## src/rtl/arb_mux_pkg.sv

```systemverilog
// Shared types and helpers for the N-input arbitrating stream mux.
package arb_mux_pkg;

    typedef enum logic {
        ARB_FIXED = 1'b0,
        ARB_RR    = 1'b1
    } arb_mode_e;

    localparam int BUF_DEPTH = 2;
    localparam int MAX_IN    = 16;

    // Index of the first set bit in valid[0..n-1], searching from start with wrap.
    // Returns start when nothing is set; callers gate the result with |valid.
    function automatic int first_from(input logic [MAX_IN-1:0] valid,
                                      input int start,
                                      input int n);
        int idx;
        int res;
        res = start;
        for (int k = MAX_IN - 1; k >= 0; k--) begin
            if (k < n) begin
                idx = (start + k) % n;
                if (valid[idx[3:0]]) begin
                    res = idx;
                end
            end
        end
        return res;
    endfunction

endpackage

```

## src/rtl/arb_skid_buf.sv

```systemverilog
// Two-entry FIFO decoupling the arbiter from the output consumer.
module arb_skid_buf
    import arb_mux_pkg::*;
#(
    parameter int PW = 8
) (
    input  logic          clk,
    input  logic          rst,
    input  logic          i_push,
    input  logic          i_pop,
    input  logic [PW-1:0] i_data,
    output logic [PW-1:0] o_data,
    output logic          o_valid,
    output logic [1:0]    o_count
);

    logic [PW-1:0] r_mem [BUF_DEPTH];
    logic          r_wr_ptr;
    logic          r_rd_ptr;
    logic [1:0]    r_count;
    logic          w_push;
    logic          w_pop;

    assign w_push = i_push && (r_count < 2'(BUF_DEPTH));
    assign w_pop  = i_pop && (r_count != 2'd0);

    always_ff @(posedge clk or posedge rst) begin
        if (rst) begin
            for (int i = 0; i < BUF_DEPTH; i++) begin
                r_mem[i] <= '0;
            end
            r_wr_ptr <= 1'b0;
            r_rd_ptr <= 1'b0;
            r_count  <= 2'd0;
        end else begin
            if (w_push) begin
                r_mem[r_wr_ptr] <= i_data;
                r_wr_ptr        <= ~r_wr_ptr;
            end
            if (w_pop) begin
                r_rd_ptr <= ~r_rd_ptr;
            end
            case ({w_push, w_pop})
                2'b10:   r_count <= r_count + 2'd1;
                2'b01:   r_count <= r_count - 2'd1;
                default: r_count <= r_count;
            endcase
        end
    end

    assign o_data  = r_mem[r_rd_ptr];
    assign o_valid = (r_count != 2'd0);
    assign o_count = r_count;

endmodule

```

## src/rtl/arb_mux_n.sv

```systemverilog
// NUM_IN-way valid/ready stream arbiter (fixed or round-robin) with optional
// packet lock, feeding a 2-entry output buffer.
//   state     | meaning
//   ST_IDLE   | no packet in flight; arbitrate among all valid inputs
//   ST_LOCKED | mid-packet; only r_lock_idx may be granted until its last flit
module arb_mux_n
    import arb_mux_pkg::*;
#(
    parameter int WIDTH    = 8,
    parameter int NUM_IN   = 4,
    parameter int MODE     = 0,
    parameter int LOCK_PKT = 1
) (
    input  logic                      clk,
    input  logic                      rst,
    input  logic [NUM_IN*WIDTH-1:0]   in_data,
    input  logic [NUM_IN-1:0]         in_valid,
    input  logic [NUM_IN-1:0]         in_last,
    output logic [NUM_IN-1:0]         in_ready,
    output logic [WIDTH-1:0]          out_data,
    output logic [$clog2(NUM_IN)-1:0] out_src,
    output logic                      out_last,
    output logic                      out_valid,
    input  logic                      out_ready
);

    localparam int IW = $clog2(NUM_IN);
    localparam int PW = WIDTH + IW + 1;

    typedef enum logic {
        ST_IDLE   = 1'b0,
        ST_LOCKED = 1'b1
    } lock_state_e;

    lock_state_e   r_state;
    logic [IW-1:0] r_lock_idx;
    logic [IW-1:0] r_rr_ptr;

    logic [1:0]    w_count;
    logic          w_space;
    int            w_start;
    logic [IW-1:0] w_pick;
    logic [IW-1:0] w_grant_idx;
    logic          w_grant_vld;
    logic          w_last_in;
    logic          w_pkt_end;
    logic [PW-1:0] w_push_data;
    logic [PW-1:0] w_head;

    // Space comes from the registered count only, so in_ready never sees out_ready.
    assign w_space = (w_count < 2'(BUF_DEPTH));
    assign w_start = (MODE == int'(ARB_RR)) ? int'(r_rr_ptr) : 0;
    assign w_pick  = IW'(first_from(MAX_IN'(in_valid), w_start, NUM_IN));

    always_comb begin
        w_grant_idx = w_pick;
        w_grant_vld = 1'b0;
        if (w_space && !rst) begin
            if (r_state == ST_LOCKED) begin
                w_grant_idx = r_lock_idx;
                w_grant_vld = in_valid[r_lock_idx];
            end else begin
                w_grant_vld = |in_valid;
            end
        end
    end

    assign in_ready    = w_grant_vld ? (NUM_IN'(1) << w_grant_idx) : '0;
    assign w_last_in   = in_last[w_grant_idx];
    assign w_pkt_end   = (LOCK_PKT != 0) ? w_last_in : 1'b1;
    assign w_push_data = {in_data[w_grant_idx*WIDTH +: WIDTH], w_grant_idx, w_last_in};

    always_ff @(posedge clk or posedge rst) begin
        if (rst) begin
            r_state    <= ST_IDLE;
            r_lock_idx <= '0;
            r_rr_ptr   <= '0;
        end else if (w_grant_vld) begin
            if (LOCK_PKT != 0) begin
                case (r_state)
                    ST_IDLE: begin
                        if (!w_last_in) begin
                            r_state    <= ST_LOCKED;
                            r_lock_idx <= w_grant_idx;
                        end
                    end
                    ST_LOCKED: begin
                        if (w_last_in) begin
                            r_state <= ST_IDLE;
                        end
                    end
                    default: r_state <= ST_IDLE;
                endcase
            end
            if (w_pkt_end) begin
                r_rr_ptr <= (w_grant_idx == IW'(NUM_IN - 1)) ? '0 : w_grant_idx + IW'(1);
            end
        end
    end

    arb_skid_buf #(
        .PW(PW)
    ) u_buf (
        .clk    (clk),
        .rst    (rst),
        .i_push (w_grant_vld),
        .i_pop  (out_ready),
        .i_data (w_push_data),
        .o_data (w_head),
        .o_valid(out_valid),
        .o_count(w_count)
    );

    assign out_data = w_head[PW-1 -: WIDTH];
    assign out_src  = w_head[IW:1];
    assign out_last = w_head[0];

endmodule

```

## config.mk

```make
export PLATFORM = sky130hd
export DESIGN_NAME = arb_mux_n
export DESIGN_NICKNAME = d
export VERILOG_FILES = /design/src/rtl/arb_mux_pkg.sv /design/src/rtl/arb_skid_buf.sv /design/src/rtl/arb_mux_n.sv
export SDC_FILE = /design/constraint.sdc
export NUM_CORES = 1
export LEC_CHECK = 0
export CAP_MARGIN = 25
export CELL_PAD_IN_SITES_DETAIL_PLACEMENT = 1
export CELL_PAD_IN_SITES_GLOBAL_PLACEMENT = 1
export CORE_MARGIN = 5
export CORE_UTILIZATION = 40
export CTS_CLUSTER_SIZE = 16
export DETAILED_ROUTE_END_ITERATION = 7
export DONT_BUFFER_PORTS = 1
export GPL_TIMING_DRIVEN = 0
export PLACE_DENSITY = 0.65
export SYNTH_ARGS = -nofsm -noshare
export SYNTH_HDL_FRONTEND = slang
export SYNTH_HIERARCHICAL = 1
export SYNTH_SLANG_ARGS = --single-unit
```

## constraint.sdc

```tcl
create_clock -name clk -period 2.26 [get_ports clk]
set_input_delay 0.339 -clock clk [delete_from_list [all_inputs] [get_ports clk]]
set_output_delay 0.339 -clock clk [all_outputs]
set_load 0.1 [all_outputs]
```

[Yosys cells after proc, flatten, opt, wreduce, memory -nomap -nowiden]
Index checks and enable logic that the tools add are counted.
Operators by class
  equality and inequality tests: 2
  bitwise gates (word level): 6
  reductions and logical operators: 9
  mux-type cells: 21
  shift operators: 2
  magnitude comparators: 6
  add/sub/neg operators: 2
Operator list (number)
  $mux 11: 4
  $shiftx 32x6->8: 1
  $bwmux 22: 1
  $mux 2: 6
  $demux 11 s1: 1
  $lt 2x3->1 const B: 2
  $mux 1: 5
  $bmux 1 s2: 2
  $ge 2x2->1 const B: 2
  $logic_and 1x1->1: 4
  $mux 4: 1
  $not 1->1: 4
  $not 1->2: 2
  $pmux 2 s2: 1
  $reduce_bool 2->1: 2
  $reduce_or 4->1: 1
  $shl 1x2->4 const A: 1
  $reduce_and 3->1: 1
  $add 2x1->2 const B: 1
  $eq 2x1->1 const B: 1
  $eq 2x2->1 const B: 1
  $lt 2x1->1 const B: 1
  $lt 2x2->1 const B: 1
  $sub 2x1->2 const B: 1
  $logic_not 1->1: 1
Storage, ports and cells
  bits of input ports: 43
  flip-flop bits (word level): 29
  word-level logic and storage cells: 55

[Logic depth before layout (Yosys ltp)]
Gate-level depths: netlist (run 1).
  depth after elaboration: 10
  depth in mapped cells: 8
  gate-level depth less buffers: 8

[By module]
Netlist (run 1), hierarchy kept.
By module, submodules not included
  arb_skid_buf: area an instance 1246.2 sq um, times used 1, cells an instance 75, seq. area each 650.6 sq um
  arb_mux_n: area an instance 546.8 sq um, times used 1, cells an instance 65, seq. area each 75.1 sq um

[Worst setup path before layout (run 1)]
OpenSTA, ideal clock, no wires.
  kind: flip-flop to output port
  from: reg u_buf.r_count[1] (netlist: u_buf/o_count[1])
  to: out in_ready[0]
  path slack: -816 ps
  cell stages (with the launch flop): 6
  arrival: 2737 ps
  cell sequence: dfrtp_1 nor3b_4 mux2i_1 clkbuf_1 inv_1 nor2_1
Between the ends
  word-level cells in the longest chain between the ends: 5
  elaborated cells between the ends (all ways): 6
Ends and longest elaborated chain
  from (decl): RTL line arb_skid_buf.sv:20  | logic [1:0] r_count;
  from (signal assigned): RTL line arb_skid_buf.sv:44  | 2'b10: r_count <= r_count + 2'd1;
  from (signal assigned): RTL line arb_skid_buf.sv:45  | 2'b01: r_count <= r_count - 2'd1;
  from (signal assigned): RTL line arb_skid_buf.sv:46  | default: r_count <= r_count;
  $lt 2x2->1: RTL line arb_mux_n.sv:51  | assign w_space = (w_count < 2'(BUF_DEPTH));
  $logic_and 1x1->1: RTL line arb_mux_n.sv:58  | if (w_space && !rst) begin
  $mux 2: RTL line arb_mux_n.sv:58
  named net w_grant_idx[0]: RTL line arb_mux_n.sv:43  | logic [IW-1:0] w_grant_idx;
  $shl 1x2->4: RTL line arb_mux_n.sv:68  | assign in_ready = w_grant_vld ? (NUM_IN'(1) << w_grant_idx) : '0;
  $mux 4: RTL line arb_mux_n.sv:68
  to (decl): RTL line arb_mux_n.sv:19  | output logic [NUM_IN-1:0] in_ready,
The timed path passes the listed nets, and every way through them passes these cells.

[Final worst setup path (run 1)]
  from: reg u_buf.r_count[1] (netlist: u_buf/o_count[1])
  to: reg r_lock_idx[1]
Between the ends
  word-level cells in the longest chain between the ends: 7
  elaborated cells between the ends (all ways): 8
Ends and longest elaborated chain
  $lt 2x2->1: RTL line arb_mux_n.sv:51
  $logic_and 1x1->1: RTL line arb_mux_n.sv:58
  $mux 2: RTL line arb_mux_n.sv:58
  $bmux 1 s2: RTL line arb_mux_n.sv:69  | assign w_last_in = in_last[w_grant_idx];
  $mux 1 (not written as such): RTL line arb_mux_n.sv:69
  named net w_last_in: RTL line arb_mux_n.sv:45  | logic w_last_in;
  $not 1->1 (no line)
  $reduce_and 3->1 (no line)
  to (signal assigned): RTL line arb_mux_n.sv:84  | r_lock_idx <= w_grant_idx;
  to (decl): RTL line arb_mux_n.sv:36  | logic [IW-1:0] r_lock_idx;
The timed path passes the listed nets, and every way through them passes these cells. The select of a mux whose other input is x is not followed.
A chain may end at the register's enable or synchronous reset.

==> metrics.csv, run 1 <==
stage,metric,value,unit
global_route,via count of the first global-routing pass,1403,
timing,Finish-stage setup viols,23,
yosys,instance count of the mapped netlist,140,
routing,met3 wire len,262,um
clocking,maximum buffer depth of the clock tree,2,
routing,DRC errors left,0,
yosys,cell type with the highest aggregate area in the netlist,dfrtp_1,
placement,Buffers on Ports,0,
routing,top layer reached by signal wires,met4,
flow_run,count of maximum capacitance violations,0,
floorplanning,DIE HEIGHT,77.0,um
placement,HPWL Detailed,3170,um
floorplanning,top-level port count,59,
critical_path,Worst EP arrival,2.69,ns
global_route,global-route wire length before repair,7490,um
timing,fin worst setup slack,-0.256,ns
global_route,pin count of the biggest net entering global routing,27,
final_layout,layout cell share with drive strength beyond 1,0.575,
yosys,cells taking the most area after synthesis,"dfrtp_1 40%, mux2_4 18%, mux2_2 13%",
final_layout,antenna cell count,0,
timing,highest clock rate,397,MHz
critical_path,CP Launch Type,register,
routing,detailed-routing iteration count for the pre-antenna-repair pass,4,
timing,Least-Margin Pin Slew,0.611,ns
timing,final hold slack,0.361,ns
yosys,share of the synthesized area in the top cell type,0.405,
critical_path,"Max FO, Critical Path",3,
global_route,initial antenna violation count,0,
final_layout,number of nets in the final layout,210,
placement,final RePlAce weighted congestion,0.753,
yosys,post-synthesis sequential element count,29,
critical_path,Critical Path Sink Type,register,
critical_path,"reg-to-reg slack, setup",-0.26,ns
clocking,Worst-Skew Late Latency,0.29,ns
yosys,number of distinct library cell variants in the gate-level netlist after synthesis,30,
final_layout,area of the multi-input gates,0.00106,mm2
placement,placed standard-cell area,0.00191,mm2
final_layout,Post-Layout Inst Area,0.00223,mm2
yosys,share of the yosys chip area belonging to registers,0.405,
routing,DR vias/cell,5.49,
clocking,number of sinks on the clock net,29,
critical_path,ordered list of cells on the worst path,nor3b_4 -> mux2i_2 -> buf_4 -> mux4_2 -> or3b_4 -> mux2_4,
yosys,Yosys warning count,6,
yosys,number of enable-type register cells in the synthesized netlist,0,
worst_hold_path,Min-Delay Path Class,input pin to asynchronous set/reset pin,
global_route,grt total ovfl,0,
yosys,top cell types by occurrence after synthesis,"29 x dfrtp_1, 22 x mux2_4, 21 x mux2_2",
yosys,most frequently used flop master after synthesis,dfrtp_1,
critical_path,family with the most delay on the worst path,multiplexers,
final_layout,Fillers,449,
timing,headroom to the max-slew limit,0.591,
clocking,total CTS buffers,5,
routing,number of DRC markers in iteration 0,62,
critical_path,"slowest stage cell, crit path",mux4_2,
critical_path,reg2reg start,u_buf/o_count[1]$_DFFE_PP0P_,
routing,total routed wirelength,4710,um
final_layout,count of non-filler cells in the finished layout,219,
routing,DR vias,1203,
outcome,outcome,"complete, but fails checks",
critical_path,number of buffer and inverter stages on the critical path,1,
timing,final-report max-slew violation count,0,
critical_path,CP required,2.43,ns
critical_path,reg-to-reg critical path endpoint,r_lock_idx[1]$_DFFE_PP0P_,
routing,Met2 Wirelength,2380,um
yosys,Post-Syn Nets,184,
clocking,Root Buffer,clkbuf_8,
critical_path,critical path type,register to register,
yosys,async set-reset flop share out of synthesis,1.00,
floorplanning,area of the placeable core,0.00435,mm2
floorplanning,Chip Width,77.0,um
timing,final count of hold timing violations,0,
final_layout,area of all sequential standard cells,727,um2
clocking,clock-pin transition on the worst setup and hold timing paths,0.07,ns
timing,crit path time final,2.52,ns
yosys,synthesized area divided by synthesized cell count,12.8,um2
yosys,area of the mapped netlist,0.00179,mm2
routing,antenna-violating nets left,0,
floorplanning,overall die area,0.00592,mm2
floorplanning,initial standard-cell utilization of the core,0.412,
critical_path,delay contributed by the slowest stage of the critical path,0.51,ns
outcome,violated checks,negative setup slack,
placement,number of placed instances with taps included,192,
global_route,Total GRT Usage,0.165,
routing,length of routed wiring on met1,1990,um
yosys,dominant cell by count in the synthesized netlist,dfrtp_1,
final_layout,synthesis-to-finish area growth,24.4,%
timing,post-route clock period utilization,1.11,
timing,RSZ-0062 raised after global routing,true,
critical_path,cells on worst reg2reg path,6,
clocking,CTS tree,built,
routing,wire length per cell,21.5,um
floorplanning,standard-cell rows,24,
timing,clock skew after layout,0.0101,ns
clocking,H-tree depth,2,
[routing by layer]
metal / vias to the layer above / global-route usage
met3: 7 / 0.0574
met4: 0 / 0.0594
met1: 609 / 0.203
li1: 549 / -
met2: 38 / 0.267
met5: - / 0
[layout by cell type (no fill, tap or decap), types with 2 or more instances in the layout]
cell	Yosys	routed
dfrtp_1	29	28
mux2_4	22	22
mux2_2	21	21
buf_4	0	15
nor2_1	15	11
a21oi_1	10	9
mux2i_1	9	8
clkbuf_8	0	7
nor2_4	1	5
inv_1	4	3
xnor2_1	3	3
a21oi_2	1	2
mux4_2	2	2
nand2_2	0	2
clkinv_2	0	2
dlygate4sd3_1	0	2
buf_6	1	2
xor2_1	2	2
[registers in the layout (all words and copies together) (netlist names)]
signal          cells
u_buf/o_count       2
r_state             1
u_buf/r_wr_ptr      1
u_buf/r_rd_ptr      1
u_buf/r_mem        22
r_lock_idx          2
[layout make-up]
cell class / instances / area share
tap: 52 / 0.0292
sequential: 29 / 0.326
buffer: 6 / 0.0320
clock inverter: 2 / 0.00449
inverter: 5 / 0.0112
multi-input combinational: 100 / 0.476
clock buffer: 6 / 0.0325
timing repair buffer: 19 / 0.0881
[cell families after synthesis]
| family | count (synthesis) | share of synthesized area |
|---|---|---|
| AOI/OAI and AO/OA | 11 | 0.0328 |
| xor gates and xnor gates | 5 | 0.0244 |
| adders and majority gates | 1 | 0.00698 |
| buffers and inverters | 11 | 0.0377 |
| DFF | 29 | 0.405 |
| muxes | 54 | 0.391 |
| and+or+nand+nor | 29 | 0.102 |
[how the worst max path moves through the flow]
stage | start | to | depth (start not counted) | slack (ns)
global placement | u_buf/o_count[1]$_DFFE_PP0P_ | r_lock_idx[0]$_DFFE_PP0P_ | 7 | -0.32
finish | u_buf/o_count[1]$_DFFE_PP0P_ | r_lock_idx[1]$_DFFE_PP0P_ | 6 | -0.26
CTS | u_buf/o_count[1]$_DFFE_PP0P_ | r_lock_idx[0]$_DFFE_PP0P_ | 6 | -0.22
global route | u_buf/o_count[1]$_DFFE_PP0P_ | r_lock_idx[1]$_DFFE_PP0P_ | 6 | -0.36
detailed placement | u_buf/o_count[1]$_DFFE_PP0P_ | r_lock_idx[0]$_DFFE_PP0P_ | 7 | -0.38
floorplan | u_buf/o_count[1]$_DFFE_PP0P_ | r_lock_idx[0]$_DFFE_PP0P_ | 5 | -0.1
[through the flow]
stage / setup WS (ns) / TNS, ns / util
2_1_floorplan: -0.0964 / -0.205 / -
3_3_place_gp: -0.323 / -5.83 / 0.439
3_5_place_dp: -0.382 / -6.91 / 0.439
4_1_cts: -0.218 / -1.33 / 0.492
5_1_grt: -0.361 / -4.60 / 0.512
6_report: -0.256 / -1.99 / 0.512
[repair_timing]
action,in CTS,in global routing
gates resized for setup,8,4
setup endpoints to repair,22,27
hold endpoints to repair,3,2
hold buffers,1,1
pin swaps,7,4
cloned,1,0
buffers inserted,11,6
[worst reg2reg max path: stages, from the launching register on]
cell and delay, ns:
dfrtp_2 0.43, nor3b_4 0.26, mux2i_2 0.32, buf_4 0.16
mux4_2 0.51, or3b_4 0.41, mux2_4 0.30
Power of run 1 is left out: the tool's default activity adds up to more than one toggle a clock period on the data nets, which glitch-free logic cannot reach.
==> run 2, diff against run 1 <==
--- a/config.mk
+++ b/config.mk
@@ -5,6 +5,7 @@
 export SDC_FILE = /design/constraint.sdc
 export NUM_CORES = 1
 export LEC_CHECK = 0
+export ABC_AREA = 0
 export CAP_MARGIN = 25
 export CELL_PAD_IN_SITES_DETAIL_PLACEMENT = 1
 export CELL_PAD_IN_SITES_GLOBAL_PLACEMENT = 1
==> constraint.sdc (replaced) <==
create_clock -name clk -period 2.2 [get_ports clk]
set_input_delay 0.33 -clock clk [delete_from_list [all_inputs] [get_ports clk]]
set_output_delay 0.33 -clock clk [all_outputs]
set_load 0.1 [all_outputs]
==> metrics.csv, run 2 (same netlist as run 1, synthesis figures left out) <==
stage,metric,value,unit,change
outcome,outcome,"complete, but fails checks",,unchanged
outcome,violated checks,negative setup slack,,unchanged
timing,final-report max-slew violation count,0,,unchanged
floorplanning,standard-cell rows,24,,unchanged
clocking,clock-pin transition on the worst setup and hold timing paths,0.06,ns,was 0.07 ns
final_layout,number of nets in the final layout,211,,was 210
placement,worst setup slack after placement,-0.498,ns,was -0.382 ns
routing,top layer reached by signal wires,met4,,unchanged
critical_path,Worst EP arrival,2.65,ns,was 2.69 ns
timing,fin worst setup slack,-0.288,ns,was -0.256 ns
routing,total routed wirelength,4770,um,was 4710 um
global_route,global-route wire length before repair,7400,um,was 7490 um
routing,Met2 Wirelength,2460,um,was 2380 um
critical_path,Critical Path Sink Type,register,,unchanged
global_route,Total GRT Usage,0.164,,was 0.165
clocking,maximum buffer depth of the clock tree,2,,unchanged
floorplanning,area of the placeable core,0.00435,mm2,unchanged
routing,wire length per cell,21.7,um,was 21.5 um
placement,placed standard-cell area,0.00192,mm2,was 0.00191 mm2
timing,RSZ-0062 raised after global routing,true,,unchanged
critical_path,"Max FO, Critical Path",3,,unchanged
final_layout,largest register by flop count,u_buf/r_mem,,unchanged
clocking,H-tree depth,2,,unchanged
floorplanning,overall die area,0.00592,mm2,unchanged
critical_path,CP Launch Type,register,,unchanged
final_layout,synthesis-to-finish area growth,34.2,%,was 24.4%
final_layout,Post-Layout Inst Area,0.00241,mm2,was 0.00223 mm2
critical_path,critical path type,register to register,,unchanged
final_layout,most used cells in the layout excluding fill and tap cells,"30 x mux2_4, 28 x dfrtp_1, 13 x nor2_4, 13 x buf_4, 13 x mux2_2",,"was 28 x dfrtp_1, 22 x mux2_4, 21 x mux2_2"
final_layout,"most common cell after layout, fill and taps aside",mux2_4,,was dfrtp_1
routing,DRC errors left,0,,unchanged
placement,final RePlAce weighted congestion,0.756,,was 0.753
routing,number of DRC markers in iteration 0,71,,was 62
final_layout,Fillers,417,,was 449
worst_hold_path,Hold Path Stages,2,,
timing,headroom to the max-slew limit,0.592,,was 0.591
routing,DR vias,1217,,was 1203
worst_hold_path,Min-Delay Path Class,input pin to register,,was input pin to asynchronous set/reset pin
clocking,Worst-Skew Late Latency,0.28,ns,was 0.29 ns
routing,length of routed wiring on met1,2020,um,was 1990 um
clocking,total CTS buffers,5,,unchanged
final_layout,area of all sequential standard cells,727,um2,unchanged
floorplanning,DIE HEIGHT,77.0,um,unchanged
timing,crit path time final,2.49,ns,was 2.52 ns
placement,HPWL Detailed,3120,um,was 3170 um
final_layout,antenna cell count,0,,unchanged
floorplanning,top-level port count,59,,unchanged
final_layout,layout cell share with drive strength beyond 1,0.649,,was 0.575
routing,detailed-routing iteration count for the pre-antenna-repair pass,4,,unchanged
routing,antenna-violating nets left,0,,unchanged
critical_path,CP required,2.37,ns,was 2.43 ns
timing,highest clock rate,402,MHz,was 397 MHz
final_layout,area of the multi-input gates,0.00118,mm2,was 0.00106 mm2
timing,post-route clock period utilization,1.13,,was 1.11
timing,final count of hold timing violations,0,,unchanged
global_route,via count of the first global-routing pass,1342,,was 1403
clocking,number of sinks on the clock net,29,,unchanged
timing,clock skew after layout,0.00477,ns,was 0.0101 ns
floorplanning,initial standard-cell utilization of the core,0.412,,unchanged
routing,met3 wire len,206,um,was 262 um
critical_path,cells on worst reg2reg path,6,,unchanged
timing,Finish-stage setup viols,26,,was 23
placement,Buffers on Ports,0,,unchanged
global_route,pin count of the biggest net entering global routing,27,,unchanged
timing,Least-Margin Pin Slew,0.611,ns,about the same
final_layout,max FFs per register,22,,unchanged
floorplanning,Chip Width,77.0,um,unchanged
flow_run,count of maximum capacitance violations,0,,unchanged
clocking,Root Buffer,clkbuf_8,,unchanged
routing,DR vias/cell,5.53,,was 5.49
global_route,initial antenna violation count,0,,unchanged
clocking,CTS tree,built,,unchanged
global_route,grt total ovfl,0,,unchanged
timing,Setup TNS Final,-2.54,ns,was -1.99 ns
==> run 2: worst paths after layout <==
check	startpoint	to	slack, ns
max	u_buf/o_count[1]$_DFFE_PP0P_	r_lock_idx[1]$_DFFE_PP0P_	-0.29
min	out_ready	u_buf/r_rd_ptr$_DFFE_PP0P_	0.34
max reg2reg	u_buf/o_count[1]$_DFFE_PP0P_	r_lock_idx[1]$_DFFE_PP0P_	-0.29
min reg2reg	u_buf/r_mem[10]$_DFFE_PP0P_	u_buf/r_mem[10]$_DFFE_PP0P_	0.50
max in group asynchronous	rst	u_buf/r_mem[17]$_DFFE_PP0P_	1.41
min in group asynchronous	rst	r_lock_idx[0]$_DFFE_PP0P_	0.37
==> run 2: cell type report <==
class / count / share of cell area
clock buffer: 8 / 0.0333
inverter: 5 / 0.00780
multi-input combinational: 100 / 0.492
tap: 52 / 0.0270
buffer: 5 / 0.0307
timing repair buffer: 21 / 0.107
sequential: 29 / 0.302
==> run 2: routing by layer <==
layer	track usage	up-vias
li1	-	555
met2	0.263	32
met5	0	-
met4	0.0839	0
met3	0.0422	7
met1	0.201	623
==> run 2: timing repair <==
action / CTS / global route
hold endpoints to repair: 3 / 2
resized for setup: 12 / 36
endpoints found under the setup margin: 27 / 29
hold buffers: 1 / 1
pin swaps: 8 / 6
cloned: 2 / 0
buffers inserted: 12 / 7
==> run 2: worst max-delay path, stage by stage (launching register included) <==
cell and delay (ns):
dfrtp_2 0.42, nor3b_4 0.27, mux2i_2 0.30, buf_4 0.16, mux4_2 0.51, or3b_4 0.41
mux2_4 0.31
==> run 2: through the flow <==
stage | utilization | std cells | hold WS [ns]
3_3_place_gp | 0.440 | 192 | 0.0931
3_5_place_dp | 0.440 | 192 | 0.100
5_1_grt | 0.553 | 220 | 0.351
6_report | 0.553 | 220 | 0.340
2_1_floorplan | - | 140 | 0.0836
4_1_cts | 0.503 | 213 | 0.219
Power of run 2 is left out for the same reason.
==> run 3, diff against run 2 <==
--- a/config.mk
+++ b/config.mk
@@ -11,11 +11,13 @@
 export CELL_PAD_IN_SITES_GLOBAL_PLACEMENT = 1
 export CORE_MARGIN = 5
 export CORE_UTILIZATION = 40
+export CTS_BUF_LIST = sky130_fd_sc_hd__clkbuf_4 sky130_fd_sc_hd__clkbuf_8
 export CTS_CLUSTER_SIZE = 16
 export DETAILED_ROUTE_END_ITERATION = 7
 export DONT_BUFFER_PORTS = 1
 export GPL_TIMING_DRIVEN = 0
 export PLACE_DENSITY = 0.65
+export RECOVER_POWER = 50
 export SYNTH_ARGS = -nofsm -noshare
 export SYNTH_HDL_FRONTEND = slang
 export SYNTH_HIERARCHICAL = 1
==> metrics.csv, run 3 (same netlist as run 1, synthesis figures left out) <==
stage,metric,value,unit,change
clocking,Root Buffer,clkbuf_8,,unchanged
clocking,H-tree depth,2,,unchanged
timing,Least-Margin Pin Slew,1.36,ns,was 0.611 ns
critical_path,critical path depth in cells,6,,unchanged
critical_path,CP required,2.37,ns,about the same
critical_path,family with the most delay on the worst path,multiplexers,,unchanged
critical_path,CP Launch Type,register,,unchanged
critical_path,ordered list of cells on the worst path,nor3b_4 -> mux2i_2 -> buf_4 -> mux4_2 -> or3b_4 -> mux2_4,,unchanged
timing,post-route clock period utilization,1.14,,was 1.13
critical_path,"slowest stage cell, crit path",mux4_2,,unchanged
final_layout,Post-Layout Inst Area,0.00252,mm2,was 0.00241 mm2
placement,placed standard-cell area,0.00192,mm2,unchanged
power_and_ir_drop,power density of the placed cells,1760,mW/mm2,
clocking,CTS tree,built,,unchanged
critical_path,critical path type,register to register,,unchanged
routing,number of DRC markers in iteration 0,62,,was 71
worst_hold_path,Min-Delay Path Class,input pin to asynchronous set/reset pin,,was input pin to register
floorplanning,top-level port count,59,,unchanged
floorplanning,overall die area,0.00592,mm2,unchanged
final_layout,utilization after layout,0.578,,was 0.553
clocking,Worst-Skew Late Latency,0.28,ns,about the same
timing,fin worst setup slack,-0.308,ns,was -0.288 ns
floorplanning,DIE HEIGHT,77.0,um,unchanged
floorplanning,standard-cell rows,24,,unchanged
placement,final RePlAce weighted congestion,0.756,,unchanged
global_route,via count of the first global-routing pass,1357,,was 1342
final_layout,most used cells in the layout excluding fill and tap cells,"30 x mux2_4, 28 x dfrtp_1, 15 x buf_4",,"was 30 x mux2_4, 28 x dfrtp_1, 13 x nor2_4, 13 x buf_4, 13 x mux2_2"
placement,HPWL Detailed,3120,um,unchanged
timing,highest clock rate,399,MHz,was 402 MHz
clocking,clock-pin transition on the worst setup and hold timing paths,0.07,ns,was 0.06 ns
global_route,initial antenna violation count,0,,unchanged
critical_path,"Max FO, Critical Path",2,,was 3
global_route,grt total ovfl,0,,unchanged
clocking,total CTS buffers,5,,unchanged
flow_run,count of maximum capacitance violations,0,,unchanged
outcome,outcome,"complete, but fails checks",,unchanged
global_route,global-route wire length before repair,7410,um,was 7400 um
routing,antenna-violating nets left,0,,unchanged
floorplanning,area of the placeable core,0.00435,mm2,unchanged
final_layout,antenna cell count,0,,unchanged
placement,number of placed instances with taps included,192,,unchanged
routing,DR vias/cell,5.51,,was 5.53
placement,Buffers on Ports,0,,unchanged
critical_path,number of buffer and inverter stages on the critical path,1,,unchanged
timing,RSZ-0062 raised after global routing,true,,unchanged
routing,detailed-routing iteration count for the pre-antenna-repair pass,3,,was 4
final_layout,synthesis-to-finish area growth,40.3,%,was 34.2%
clocking,maximum buffer depth of the clock tree,2,,unchanged
timing,clock skew after layout,0.00768,ns,was 0.00477 ns
final_layout,layout cell share with drive strength beyond 1,0.703,,was 0.649
timing,final count of hold timing violations,0,,unchanged
final_layout,"most common cell after layout, fill and taps aside",mux2_4,,unchanged
floorplanning,Chip Width,77.0,um,unchanged
routing,total routed wirelength,5300,um,was 4770 um
critical_path,Critical Path Sink Type,register,,unchanged
timing,final-report max-slew violation count,0,,unchanged
power_and_ir_drop,largest voltage drop on the vdd net,0.00143,V,
timing,Finish-stage setup viols,29,,was 26
critical_path,cells on worst reg2reg path,6,,unchanged
final_layout,number of nets in the final layout,218,,was 211
global_route,pin count of the biggest net entering global routing,27,,unchanged
critical_path,delay contributed by the slowest stage of the critical path,0.52,ns,was 0.51 ns
final_layout,count of non-filler cells in the finished layout,227,,was 220
routing,DR vias,1251,,was 1217
final_layout,largest register by flop count,u_buf/r_mem,,unchanged
timing,crit path time final,2.51,ns,was 2.49 ns
outcome,violated checks,negative setup slack,,unchanged
timing,headroom to the max-slew limit,0.0956,,was 0.592
clocking,number of sinks on the clock net,29,,unchanged
final_layout,max FFs per register,22,,unchanged
power_and_ir_drop,static leakage power,0.00115,uW,
global_route,Total GRT Usage,0.160,,was 0.164
routing,wire length per cell,23.4,um,was 21.7 um
critical_path,Worst EP arrival,2.68,ns,was 2.65 ns
floorplanning,initial standard-cell utilization of the core,0.412,,unchanged
routing,DRC errors left,0,,unchanged
run 3: per-stage QoR:
| stage | hold slack [ns] | setup TNS, ns | power [uW] | worst slack [ns] |
|---|---|---|---|---|
| 6_report | 0.373 | -3.80 | 4430 | -0.308 |
| 5_1_grt | 0.365 | -5.78 | 4590 | -0.374 |
| 4_1_cts | 0.219 | -2.87 | 4110 | -0.294 |
| 3_5_place_dp | 0.100 | -7.54 | 3450 | -0.498 |
| 3_3_place_gp | 0.0931 | -5.62 | 3410 | -0.453 |
| 2_1_floorplan | 0.0836 | -0.385 | 3210 | -0.156 |
run 3: final timing paths:
check / from / to / slack (ns)
max in group asynchronous: rst / u_buf/r_mem[5]$_DFFE_PP0P_ / 0.35
worst max-delay path: u_buf/o_count[1]$_DFFE_PP0P_ / r_lock_idx[1]$_DFFE_PP0P_ / -0.31
min in group clk: out_ready / u_buf/r_rd_ptr$_DFFE_PP0P_ / 0.39
worst max register to register: u_buf/o_count[1]$_DFFE_PP0P_ / r_lock_idx[1]$_DFFE_PP0P_ / -0.31
worst min register to register: u_buf/r_mem[10]$_DFFE_PP0P_ / u_buf/r_mem[10]$_DFFE_PP0P_ / 0.50
worst min-delay path: rst / u_buf/o_count[1]$_DFFE_PP0P_ / 0.37
run 3: layer usage:
layer,wire (um),vias up,GRT usage
met5,0,-,0
met4,83,0,0.0507
li1,-,565,-
met2,2880,35,0.265
met1,2130,644,0.200
met3,202,7,0.0468
run 3: power breakdown:
part	total (uW)	leakage, uW	switching (uW)	internal, uW
Sequential	989	0.000351	192	797
Combinational	2970	0.000745	1920	1040
Clock	470	0.0000498	209	261
run 3: cell type report:
cell class | count | area (um2)
Tap cell | 52 | 65.1
Timing Repair Buffer | 28 | 288
Sequential cell | 29 | 727
Inverter | 5 | 25.0
Fill cell | 433 | 1840
Buffer | 5 | 73.8
Clock buffer | 8 | 91.3
Multi-Input combinational cell | 100 | 1250
run 3: what timing repair did:
action | 4_1_cts | 5_1_grt
hold endpoints to repair | 3 | 2
cloned | 2 | 0
setup endpoints to repair | 27 | 29
hold buffers | 1 | 1
pin swaps | 8 | 8
gates resized for setup | 12 | 53
setup buffers | 12 | 13
Note: power is estimated with default switching activity, not from simulation.
